`src/rtl/stack_mips_controller.sv`:
```
// Multi-cycle Moore control FSM for the 8-bit stack-based MIPS datapath.
// Sequences PC, memory, IR, stack, A/B and ALU strobes from the IR opcode.
module stack_mips_controller (
  input  logic       clk,
  input  logic       rst,
  input  logic [2:0] opc,
  output logic       pcwrite,
  output logic       pcwritecond,
  output logic       pcsrc,
  output logic       PorI,
  output logic       memread,
  output logic       memwrite,
  output logic       IRwrite,
  output logic       MtoS,
  output logic       ldA,
  output logic       ldB,
  output logic       srcA,
  output logic       srcB,
  output logic       push,
  output logic       pop,
  output logic       tos,
  output logic [1:0] ALUop,
  output logic [3:0] state
);

  localparam logic [2:0] OP_ADD  = 3'b000;
  localparam logic [2:0] OP_SUB  = 3'b001;
  localparam logic [2:0] OP_AND  = 3'b010;
  localparam logic [2:0] OP_NOT  = 3'b011;
  localparam logic [2:0] OP_PUSH = 3'b100;
  localparam logic [2:0] OP_POP  = 3'b101;
  localparam logic [2:0] OP_JMP  = 3'b110;
  localparam logic [2:0] OP_JZ   = 3'b111;

  typedef enum logic [3:0] {
    S_IF    = 4'd0,
    S_ID    = 4'd1,
    S_POPA  = 4'd2,
    S_POPB  = 4'd3,
    S_EXE   = 4'd4,
    S_PUSHR = 4'd5,
    S_MEMRD = 4'd6,
    S_PUSHM = 4'd7,
    S_POPM  = 4'd8,
    S_MEMWR = 4'd9,
    S_JMP   = 4'd10,
    S_JZT   = 4'd11
  } state_e;

  // Kept as a plain vector so the unused codes 12-15 remain representable.
  logic [3:0] state_q;
  state_e     state_d;

  always_comb begin
    state_d = S_IF;
    case (state_q)
      S_IF:    state_d = S_ID;
      S_ID: begin
        case (opc)
          OP_ADD, OP_SUB, OP_AND, OP_NOT: state_d = S_POPA;
          OP_PUSH: state_d = S_MEMRD;
          OP_POP:  state_d = S_POPM;
          OP_JMP:  state_d = S_JMP;
          OP_JZ:   state_d = S_JZT;
          default: state_d = S_IF;
        endcase
      end
      S_POPA:  state_d = (opc == OP_NOT) ? S_EXE : S_POPB;
      S_POPB:  state_d = S_EXE;
      S_EXE:   state_d = S_PUSHR;
      S_MEMRD: state_d = S_PUSHM;
      S_POPM:  state_d = S_MEMWR;
      default: state_d = S_IF;
    endcase
  end

  always_ff @(posedge clk) begin
    if (rst) state_q <= S_IF;
    else     state_q <= state_d;
  end

  // Strobes are decoded from the state register and held low during reset.
  always_comb begin
    pcwrite     = 1'b0;
    pcwritecond = 1'b0;
    pcsrc       = 1'b0;
    PorI        = 1'b0;
    memread     = 1'b0;
    memwrite    = 1'b0;
    IRwrite     = 1'b0;
    MtoS        = 1'b0;
    ldA         = 1'b0;
    ldB         = 1'b0;
    srcA        = 1'b0;
    srcB        = 1'b0;
    push        = 1'b0;
    pop         = 1'b0;
    tos         = 1'b0;
    ALUop       = 2'b00;
    state       = rst ? 4'd0 : state_q;
    if (!rst) begin
      case (state_q)
        S_IF: begin
          memread = 1'b1;
          IRwrite = 1'b1;
          srcA    = 1'b1;
          srcB    = 1'b1;
          pcwrite = 1'b1;
        end
        S_POPA, S_POPM: begin
          tos = 1'b1;
          ldA = 1'b1;
          pop = 1'b1;
        end
        S_POPB: begin
          tos = 1'b1;
          ldB = 1'b1;
          pop = 1'b1;
        end
        // Opcode low bits map directly onto the ALU op encoding.
        S_EXE:   ALUop = opc[1:0];
        S_PUSHR: push = 1'b1;
        S_MEMRD: begin
          memread = 1'b1;
          PorI    = 1'b1;
        end
        S_PUSHM: begin
          MtoS = 1'b1;
          push = 1'b1;
        end
        S_MEMWR: begin
          memwrite = 1'b1;
          PorI     = 1'b1;
        end
        S_JMP: begin
          pcsrc   = 1'b1;
          pcwrite = 1'b1;
        end
        S_JZT: begin
          tos         = 1'b1;
          pcsrc       = 1'b1;
          pcwritecond = 1'b1;
        end
        default: ;
      endcase
    end
  end

endmodule
```
`config.mk`:
```
export PLATFORM = sky130hd
export DESIGN_NAME = stack_mips_controller
export DESIGN_NICKNAME = d
export VERILOG_FILES = /design/src/rtl/stack_mips_controller.sv
export SDC_FILE = /design/constraint.sdc
export NUM_CORES = 1
export LEC_CHECK = 0
export CORE_MARGIN = 4
export CORE_UTILIZATION = 25
export DETAILED_ROUTE_END_ITERATION = 7
export PLACE_DENSITY_LB_ADDON = 0.3
export REMOVE_ABC_BUFFERS = 1
export SYNTH_ARGS = -nofsm -noshare
export SYNTH_HDL_FRONTEND = slang
export SYNTH_SLANG_ARGS = --single-unit
```
`constraint.sdc`:
```
create_clock -name clk -period 3.3 [get_ports clk]
set_input_delay 0.825 -clock clk [delete_from_list [all_inputs] [get_ports clk]]
set_output_delay 0.825 -clock clk [all_outputs]
set_load 0.005 [all_outputs]
```
; ---- Yosys cells after proc, flatten, opt, wreduce, memory -nomap -nowiden
; Memory sizes are Yosys's and may differ from the RTL's.
; Index checks and enable logic that the tools add are counted.
[totals]
ff_bits = 4
wordCells = 54
in_bits = 5
output_inout_bits = 21
latch_bits = 0
romBits = 32
n_memories = 1
mem_bits_rw = 0
[mem_list]
columns = memory, words, width, rd, rd_clocked_by_memory_dff, wr, line_no
row1 = (no name shown), 8, 4, 1, 0, 0, 59  ; case (opc)
[classes]
n_reduce_logical = 9
n_eq_ne = 12
n_addsub = 0
muxes = 31
n_shift = 0
n_div = 0
mul = 0
n_bitwise = 0
order_cmp = 0
[ops]
columns = op, count
row1 = $pmux 4 s7, 1
row2 = $mux 1, 26
row3 = $eq 4x3->1 const B, 4
row4 = $eq 4x4->1 const B, 4
row5 = $reduce_or 2->1, 6
row6 = $eq 4x2->1 const B, 2
row7 = $eq 4x1->1 const B, 1
row8 = $logic_not 4->1, 1
row9 = $mux 2, 2
row10 = $mux 4, 1
row11 = $reduce_or 4->1, 1
row12 = $eq 3x2->1 const B, 1
row13 = $mux 3, 1
row14 = $reduce_or 3->1, 1

; ---- Longest topological paths before layout
[logic_depth]
depth_word = 4
mapped_depth = 5
depth_no_buf = 4

; ---- Least setup slack after synthesis
; Ideal clock, no wire load.
[synth_timing]
path_kind = input port to output port
startpoint = input rst
endpoint = output srcA
arrival_time_ns = 1.508
slack_ns = 0.967
n_path_buf = 2
t_required_ns = 2.475
cell_stages = 3
cell_sequence = clkbuf_1 -> nor3_1 -> buf_4
[synth_via]
elab_chain_len = 1
[synth_rtl]
columns = item, line_no
row1 = start: declaration, 5  ; input logic rst,
row2 = $mux 1, n/a
row3 = end: declaration, 17  ; output logic srcA,
; No other way between the ends.

; ---- Worst setup path after layout
[layout_timing]
startpoint = input opc[1]
endpoint = output ALUop[1]
[layout_via]
elab_chain_len = 2
[layout_rtl]
columns = item, line_no
row1 = start: declaration, 6  ; input logic [2:0] opc,
row2 = $mux 2, 102  ; case (state_q)
row3 = $mux 2, 101  ; if (!rst) begin
row4 = end: declaration, 22  ; output logic [1:0] ALUop,
; No other way between the ends.

==> results <==
- Sequential elements use 17.1% of the synthesized area.
- The dominant cell type by area after synthesis is sky130_fd_sc_hd__dfxtp_1.
- The overall via count from detail_route is 561.
- During placement, the flow inserted port buffers numbering 25.
- The post-synthesis adder-cell area fraction is 0%.
- In the final layout, the registers with the most flip-flops are state_q: 4 flops.
- The latest clock arrival within the worst-skew pair is 230 ps.
- The path class of the lowest-slack min-delay path is reg -> reg.
- For the pin with the worst max-slew slack, the measured transition is 644 ps.
- Dividing the detail-routed wire length by the instance count gives 11.6 µm.
- The number of flip-flops under the largest register name is 4.
- Excluding fillers, the count of instances in the completed layout stands at 118.
- The post-DP HPWL is 1030 µm.
- Each instance of the synthesized netlist takes up on average 6.68 µm².
- The total power after layout is 0.295 mW.
- For the worst setup path, the data required time is 2470 ps.
- In the routed design, unresolved DRC markers number 0.
- The register containing the most flip-flops in the final layout is state_q.
- The relative area change from synthesis to final layout is 59.9%.
- The number of sinks on the clock net is 4.
- The sequential cell area is 80.1 µm².
- The violation count after the first detailed-routing iteration is 14.
- In the synthesized netlist, mux cells make up 0% of the area.
- The number of hold violations in the final report was 0.
- The share of the synthesized netlist area taken by xor and xnor gates is 1.87%.
- Across the routed clock network, the largest skew measured is 1.18 ps.
- Setup repair after global routing left no endpoint under its margin.
- For this run, the leading register cell type out of synthesis is sky130_fd_sc_hd__dfxtp_1.
- Of the cells placed in the final design, the portion with a size suffix greater than 1 is 8.60%.
- The area taken by multi-input logic gates is 324 µm².
- The number of enable flip-flop cells after synthesis is 0.
- For this run, the number of Yosys warnings is 0.
- Before CTS, the worst setup slack after placement is 45.4 ps.
- The number of antenna violations at the first check in global routing is 0.
- The clock-pin transition on the worst setup and hold timing paths is 40 ps.
- At the end of routability-driven placement, the weighted congestion stood at 0.722.
- The region available for standard cell placement spans 0.00175 mm².
- After synthesis, the netlist uses 31 different library cells.
- In the detailed route, the total length drawn on met3 is 147 µm.
- By area the synthesized netlist is led by sky130_fd_sc_hd__dfxtp_1 17%, sky130_fd_sc_hd__nor2_1 8.0%, sky130_fd_sc_hd__a21oi_1 5.3%.
- The portion of the clock cycle consumed by the worst path in the final layout is 90.9%.
- The uppermost metal layer occupied by signal nets is met3.
- The clock tree root driver cell is sky130_fd_sc_hd__clkbuf_4.
- The antenna violation net count after detailed routing is 0.
- The buffer levels on the longest clock path is 2.
- Summing the areas of all compound-gate instances in the mapped netlist gives 19.3% of the synthesized area.
- The largest vdd supply drop is 217 µV.
- The starting density of the core is 26.8%.
- The sort of element at the end of the critical path is an output port.
- Post-CTS timing repair inserted 0 buffers for setup.
- The routed via count divided by cell count is 4.75.
- The number of instances in the synthesized netlist is 70.
- The analysis attributes to cell leakage a power of 0.287 nW.
- The wire length on met1 is 667 µm.
- The time the final worst path needs with I/O delays and setup is 3000 ps.
- Setup violations remaining at the end of the flow were counted as 0.
- The achievable clock frequency is 333 MHz.
- The category of the worst setup path launch point is an input port.
- The most frequent cell after synthesis is sky130_fd_sc_hd__nor2_1.
- In the global route stage, overall resource usage came out at 11.2%.
- The async set-reset flop share out of synthesis is 0%.
- The total overflow left after global routing is 0.
- After synthesis, the largest family of logic cells by area is simple AND/OR/NAND/NOR gates.
- The placed cell area is 723 µm².
- The filler cells instantiated in the layout total 196.
- The final layout contains 100 nets.
- The met2 layer wire length in the routed design is 554 µm.
- The number of top-level pins is 26.
- The critical-path maximum fanout is 2.
- The flip-flop and latch count after synthesis is 4.
- The number of iterations in the first detailed-routing pass is 4.
- Measured along the x axis, the die boundary spans 51.3 µm.
- STA puts the critical path data arrival time at 2170 ps.
- The die span in y is 51.3 µm.
- The first global-routing pass estimated 2180 µm of wire.
- The type of the worst setup path is in -> out.
- The repair_antennas step left the layout with diodes totalling 0.
- The area share of the leading cell type in the synthesized netlist is 17.1%.
- The die footprint is 0.00263 mm².
- Max-cap violations in this run came to 0.
- Entering global routing, the biggest net connects 20 pins.
- TritonCTS built the clock tree.
- Sorting the synthesized cells by how often they occur yields 10 x sky130_fd_sc_hd__nor2_1, 5 x sky130_fd_sc_hd__a21oi_1, 5 x sky130_fd_sc_hd__nor3_1.
- After Yosys synthesis, and, or, nand and nor cells account for 48.1% of the synthesized area.
- The run finished with clean final reports.
- After synthesis the cells add up to 468 µm².
- In this run, CTS created clock tree buffers numbering 3.
- The number of placed instances with taps included is 115.
- The relative slew slack is 57.0%.
- The post-route core utilization is 42.9%.
- For the final routed database, the setup TNS stands at 0 ps.
- The max-slew violation total from the final report is 0.
- The number of global-route vias before repair is 492.
- The final layout contains routed wiring with a total length of 1370 µm.
- Dividing total power by cell area gives a power density of 394 mW/mm².
- The final worst setup slack is 300 ps.
- The post-route standard cell area excluding fillers is 748 µm².
- The final-layout worst hold slack is 815 ps.
- The depth of the CTS H-tree is 1.
- The floorplan has 15 rows.
## layout by cell type, fill, tap and decap left out, types with 2 or more instances in the layout
cell type / n
sky130_fd_sc_hd__a21o_1: 2
sky130_fd_sc_hd__a21oi_1: 5
sky130_fd_sc_hd__a31oi_1: 2
sky130_fd_sc_hd__buf_4: 3
sky130_fd_sc_hd__clkbuf_4: 3
sky130_fd_sc_hd__clkdlybuf4s50_1: 24
sky130_fd_sc_hd__dfxtp_1: 4
sky130_fd_sc_hd__inv_1: 4
sky130_fd_sc_hd__nand2_1: 4
sky130_fd_sc_hd__nand2b_1: 4
sky130_fd_sc_hd__nand3b_1: 2
sky130_fd_sc_hd__nor2_1: 10
sky130_fd_sc_hd__nor2b_1: 3
sky130_fd_sc_hd__nor3_1: 5
sky130_fd_sc_hd__o211ai_1: 2
## cell families (layout without fill, tap and decap cells)
logic type | after synthesis | count (layout)
AO/OA/AOI/OAI | 14 | 14
AND/OR/NAND/NOR | 39 | 39
XOR/XNOR | 1 | 1
buffers and inverters | 12 | 35
flip-flops | 4 | 4
## worst paths after layout
kind	from	to	slack, ps	depth (start not counted)
max reg2reg	state_q[2]	state_q[0]	1880	3
min reg2reg	state_q[0]	state_q[2]	820	3
max	opc[1]	ALUop[1]	300	4
min	state_q[0]	state_q[2]	820	3
## power breakdown
part / internal, mW / total (mW) / switching (mW)
clock: 0.0406 / 0.0598 / 0.0192
combinational: 0.0889 / 0.146 / 0.0576
sequential: 0.0569 / 0.0885 / 0.0316
## layout make-up
cell class,instances,share of cell area (%)
multi-input cells,54,43.3
repair buffers,28,36.8
flip-flops and latches,4,10.7
well taps,25,4.18
clock buffers,3,3.01
inverters,4,2.01
## per-layer routing
metal | vias up | track usage, %
met4 | 0 | 5.24
met3 | 0 | 4.66
met1 | 239 | 14.3
met5 | - | 0
li1 | 289 | -
met2 | 33 | 16.1
## repair_timing
item                                   CTS  global route
setup endpoints to repair                0             7
endpoints found under the hold margin    0             0
hold buffers                             0             0
gates resized for setup                  0             1
## critical path: stages
cell and delay [ps]:
sky130_fd_sc_hd__clkdlybuf4s50_1 480, sky130_fd_sc_hd__nand2_1 60, sky130_fd_sc_hd__nor4_1 260, sky130_fd_sc_hd__clkdlybuf4s50_1 560
No activity file was read; power rests on OpenSTA's default activity.
==> edit 1, RTL diff (same flow settings) <==
Put a register stage on the output `ALUop`, with the module's reset. The value now appears one clock later. The other outputs are not delayed to match.
--- a/src/rtl/stack_mips_controller.sv
+++ b/src/rtl/stack_mips_controller.sv
@@ -48,2 +48,4 @@
   } state_e;
+
+  logic [1:0] ALUop_d;
 
@@ -98,3 +100,3 @@
     tos         = 1'b0;
-    ALUop       = 2'b00;
+    ALUop_d     = 2'b00;
     state       = rst ? 4'd0 : state_q;
@@ -120,3 +122,3 @@
         // Opcode low bits map directly onto the ALU op encoding.
-        S_EXE:   ALUop = opc[1:0];
+        S_EXE:   ALUop_d = opc[1:0];
         S_PUSHR: push = 1'b1;
@@ -148,2 +150,10 @@
 
+  always_ff @(posedge clk) begin
+    if (rst) begin
+      ALUop <= '0;
+    end else begin
+      ALUop <= ALUop_d;
+    end
+  end
+
 endmodule
Function: changed (a bounded check fails within 4 cycles, from zero or initial values and one cycle with rst high).
==> edit 1 against the unedited design <==
Clock power up 8.4%. Non-clock buffer count decreased by 1. Register-to-register slack worse by 140 ps. Count of clock-buffer cells in the layout stayed put. Power is 10% higher. Sequential power is 30% higher. Wire length is 10% higher. Synthesized area rose by 23%. Highest routed layer unchanged. Clock skew is essentially flat. First-iteration DRC count is 86% higher. Cell area grew 13%. Worst setup slack better by 80 ps. Sequential cell count up 2. Die area rose by 19%.
==> edit 1: results (changes against the unedited design) <==
Synth top area cells = dfxtp_1, and2_1, nor2b_1
Top Registers = state_q (4), ALUop (2)
Most frequent cells after synthesis = dfxtp_1, nor2_1, and2_1, nor2b_1, nor3_1
Met3 usage = 2.784% (-1.9 points)
Filler Cell Count = 230 (+17%)
Pin slew with the least headroom to its limit = 624.9 ps (-19.46 ps)
Status = finished clean
Met2 usage = 16.69% (+0.60 points)
Clock-cell share = 2.655% (-0.36 points)
GPL Wtd Cong = 0.7617 (+5.5%)
Area of placed instances = 818.3 um2 (+13%)
Vias in the first global route = 544 (+11%)
GRT Residual Overflow = 0 (unchanged)
Routed WL per cell = 12.39 um (+6.8%)
Peak VDD IR = 0.1806 mV (-17%)
Share of layout cells above drive strength 1 = 14.89% (+6.3 points)
Synth Cell Area = 575.6 um2 (+23%)
Largest net degree at the start of global routing = 17 (-15%)
Post-synthesis sequential area ratio = 20.87% (+3.8 points)
Util after Layout = 38.35% (-4.5 points)
Setup crit start = rst
Worst Path Max Fanout = 5 (+3)
Flop-to-flop setup slack = 1740 ps (-140 ps)
First-pass GRT wire length = 2477 um (+14%)
Final #Nets = 101 (+1.0%)
Vias per Instance = 4.664 (-1.9%)
Worst Path Arrival = 2090 ps (-80 ps)
Syn_area_per_cell = 7.994 um2 (+20%)
Smallest hold slack = 752.0 ps (-63.33 ps)
GR Util met1 = 11.67% (-2.6 points)
DR iter-0 viols = 26 (+12)
Multi-Input Combinational = 56 (+3.7%)
Reg-to-Reg End = state_q[1]
Non-Clock Buffer Count = 27 (-3.6%)
Worst-case clock buffer depth = 2 (unchanged)
Setup Skew = 1.073 ps (-0.1074 ps)
Register area = 120.1 um2 (+50%)
Netlist cell types = 35 (+13%)
## edit 1: logic make-up after synthesis
family | synth area share [%]
xor gates and xnor gates | 1.522
DFF | 20.87
and+or+nand+nor | 44.35
buffers and inverters | 11.30
AOI/OAI and AO/OA | 18.26
muxes | 3.696
## edit 1: how the worst max path moves through the flow
stage               end  cells after the start
3_3_place_gp   memwrite                      6
3_5_place_dp   memwrite                      6
4_1_cts        memwrite                      6
2_1_floorplan  memwrite                      4
6_report       memwrite                      6
5_1_grt            PorI                      4
## edit 1: metrics by stage
| stage | cells | total power [mW] |
|---|---|---|
| floorplan | 64 | 0.1816 |
| global placement | 119 | 0.2604 |
| detailed placement | 119 | 0.2618 |
| CTS | 122 | 0.3285 |
| global route | 122 | 0.3502 |
| finish | 122 | 0.3247 |
## edit 1: repair_timing
action | 4_1_cts | 5_1_grt
endpoints found under the setup margin | 0 | 2
setup buffers | 0 | 0
resized for setup | 0 | 2
## edit 1: power by group through the flow
stage	Combinational, mW	Clock, mW	Sequential [mW]
2_1_floorplan	0.0771	0	0.105
3_3_place_gp	0.145	0	0.115
3_5_place_dp	0.146	0	0.115
4_1_cts	0.147	0.0676	0.114
5_1_grt	0.158	0.0737	0.118
6_report	0.145	0.0648	0.115
## edit 1: per-layer routing
layer | share of wire, % | up-vias
met1 | 47 | 264
met4 | 0 | 0
li1 | - | 296
met5 | 0 | -
met2 | 51 | 9
met3 | 1.8 | 0
## edit 1: critical path, cell delays in order
cell	delay (ps)
dlymetal6s2s_1	160
or2b_1	280
inv_1	80
nand2_1	80
nor3_2	140
clkdlybuf4s50_1	520
==> edit 2, RTL diff (same flow settings) <==
Without the edit above. Register the input `opc` before use, without a reset. The logic sees it one clock later.
--- a/src/rtl/stack_mips_controller.sv
+++ b/src/rtl/stack_mips_controller.sv
@@ -49,2 +49,8 @@
 
+  logic [2:0] opc_q;
+
+  always_ff @(posedge clk) begin
+    opc_q <= opc;
+  end
+
   // Kept as a plain vector so the unused codes 12-15 remain representable.
@@ -58,3 +64,3 @@
       S_ID: begin
-        case (opc)
+        case (opc_q)
           OP_ADD, OP_SUB, OP_AND, OP_NOT: state_d = S_POPA;
@@ -67,3 +73,3 @@
       end
-      S_POPA:  state_d = (opc == OP_NOT) ? S_EXE : S_POPB;
+      S_POPA:  state_d = (opc_q == OP_NOT) ? S_EXE : S_POPB;
       S_POPB:  state_d = S_EXE;
@@ -120,3 +126,3 @@
         // Opcode low bits map directly onto the ALU op encoding.
-        S_EXE:   ALUop = opc[1:0];
+        S_EXE:   ALUop = opc_q[1:0];
         S_PUSHR: push = 1'b1;
Formal check against the unedited RTL: not equivalent (a bounded check fails within 4 cycles, from zero or initial values and one cycle with rst high).
==> edit 2 against the unedited design <==
Cell area rose by 26%. Core utilization fell by 5.9 points. First-iteration DRC count fell by 29%. Synthesized area rose by 46%. Cell count rose by 15%. Sequential cell count rose by 7. Clock skew rose by 1.2 ps. Count of clock-buffer cells in the layout rose by 1. Combinational power rose by 90%. Wire length rose by 13%. Worst setup slack got worse by 150 ps. Power rose by 100%.
==> edit 2: results (changes against the unedited design) <==
Worst Path Arrival = 2330 ps (+160 ps)
Critical-path top delay cell = clkdlybuf4s50_1
Hold path depth = 2 (-1)
Setup Skew = 2.384 ps (+1.204 ps)
Final #Nets = 112 (+12%)
Smallest hold slack = 512.7 ps (-302.7 ps)
Routed WL per cell = 11.38 um (-2.0%)
Number of port buffers = 25 (unchanged)
Tot GR Track Use = 9.299% (-1.9 points)
Worst r2r src = state_q[1]
Max Freq = 317.2 MHz (-4.9%)
Root buffer selected by CTS = clkbuf_4
Initial antenna violation count = 0 (unchanged)
CP endpoint = ldB
DR iter-0 viols = 10 (-4)
Hold endpoint = state_q[3]
Vias in the first global route = 568 (+15%)
Routed vias = 607 (+8.2%)
GPL Wtd Cong = 0.7723 (+7.0%)
Util after Layout = 36.92% (-5.9 points)
Max layer used = met4
Routed wl met2 = 658 um (+19%)
Cells after DPL = 132 (+15%)
Met3 usage = 3.024% (-1.6 points)
Slowest stage delay, CP = 510 ps (-50 ps)
Antenna diodes = 0 (unchanged)
Flop-to-flop setup slack = 1890 ps
Wire length on met1 = 725 um (+8.7%)
Setup crit start = rst
Ys async rst share = 0% (unchanged)
Pre-CTS setup slack = 78.28 ps (+32.84 ps)
# H-tree levels = 1 (unchanged)
Most frequent cells after synthesis = nor2_1, dfxtp_1, a21oi_1, buf_6
Peak VDD IR = 0.3086 mV (+42%)
Share of layout cells above drive strength 1 = 8.491% (-0.11 points)
Clock transition at the registers of the reported paths = 60 ps (+20 ps)
First-pass GRT wire length = 2532 um (+16%)
Non-Filler Instances = 136 (+15%)
Cell family with most CP delay = buffers and inverters
Clk_lat worst skew = 260 ps (+30 ps)
Worst Path Max Fanout = 4 (+2)
Largest net degree at the start of global routing = 19 (-5.0%)
Multi-input logic area = 375.4 um2 (+16%)
Met2 usage = 14.35% (-1.7 points)
Syn_area_per_cell = 8.216 um2 (+23%)
Filler Cell Count = 296 (+51%)
Static leakage = 0.3643 nW (+27%)
Post-synthesis sequential area ratio = 32.29% (+15 points)
Max-Slew Margin vs Limit = 59.02% (+2.0 points)
Synth top area cells = dfxtp_1, buf_6, nor2_1
Area of placed instances = 905.9 um2 (+25%)
Net Switching = 0.2122 mW (+96%)
Netlist cell types = 27 (-13%)
GR Util met1 = 11.42% (-2.9 points)
Met3 wire len = 141 um (-4.1%)
DP HPWL = 1158 um (+12%)
Reg-to-Reg End = state_q[1]
R2R cell count = 3 (unchanged)
Status = finished clean
## edit 2: cell count changes after synthesis, sizes merged, moves of 3 or more
cell / delta
nor2: +5
buf: +3
o21a: +4
dfxtp: +7
## edit 2: layout make-up
| type | instances | share of cell area, % |
|---|---|---|
| clock buffer | 4 | 2.796 |
| inverter | 2 | 0.7989 |
| multi-input combinational | 61 | 39.95 |
| sequential | 11 | 23.44 |
| tap | 30 | 3.995 |
| timing repair buffer | 28 | 29.03 |
## edit 2: logic make-up after synthesis
family	Yosys count	share of synthesized area, %
and+or+nand+nor	45	37.25
AOI/OAI and AO/OA	13	12.84
buffers and inverters	11	13.76
DFF	11	32.29
xor gates and xnor gates	3	3.854
## edit 2: power by group through the flow
stage          sequential, mW  clock (mW)  combinational, mW
3_3_place_gp            0.223           0              0.272
5_1_grt                 0.233       0.100              0.307
6_report                0.223      0.0879              0.278
2_1_floorplan           0.205           0              0.143
4_1_cts                 0.221      0.0928              0.279
3_5_place_dp            0.224           0              0.278
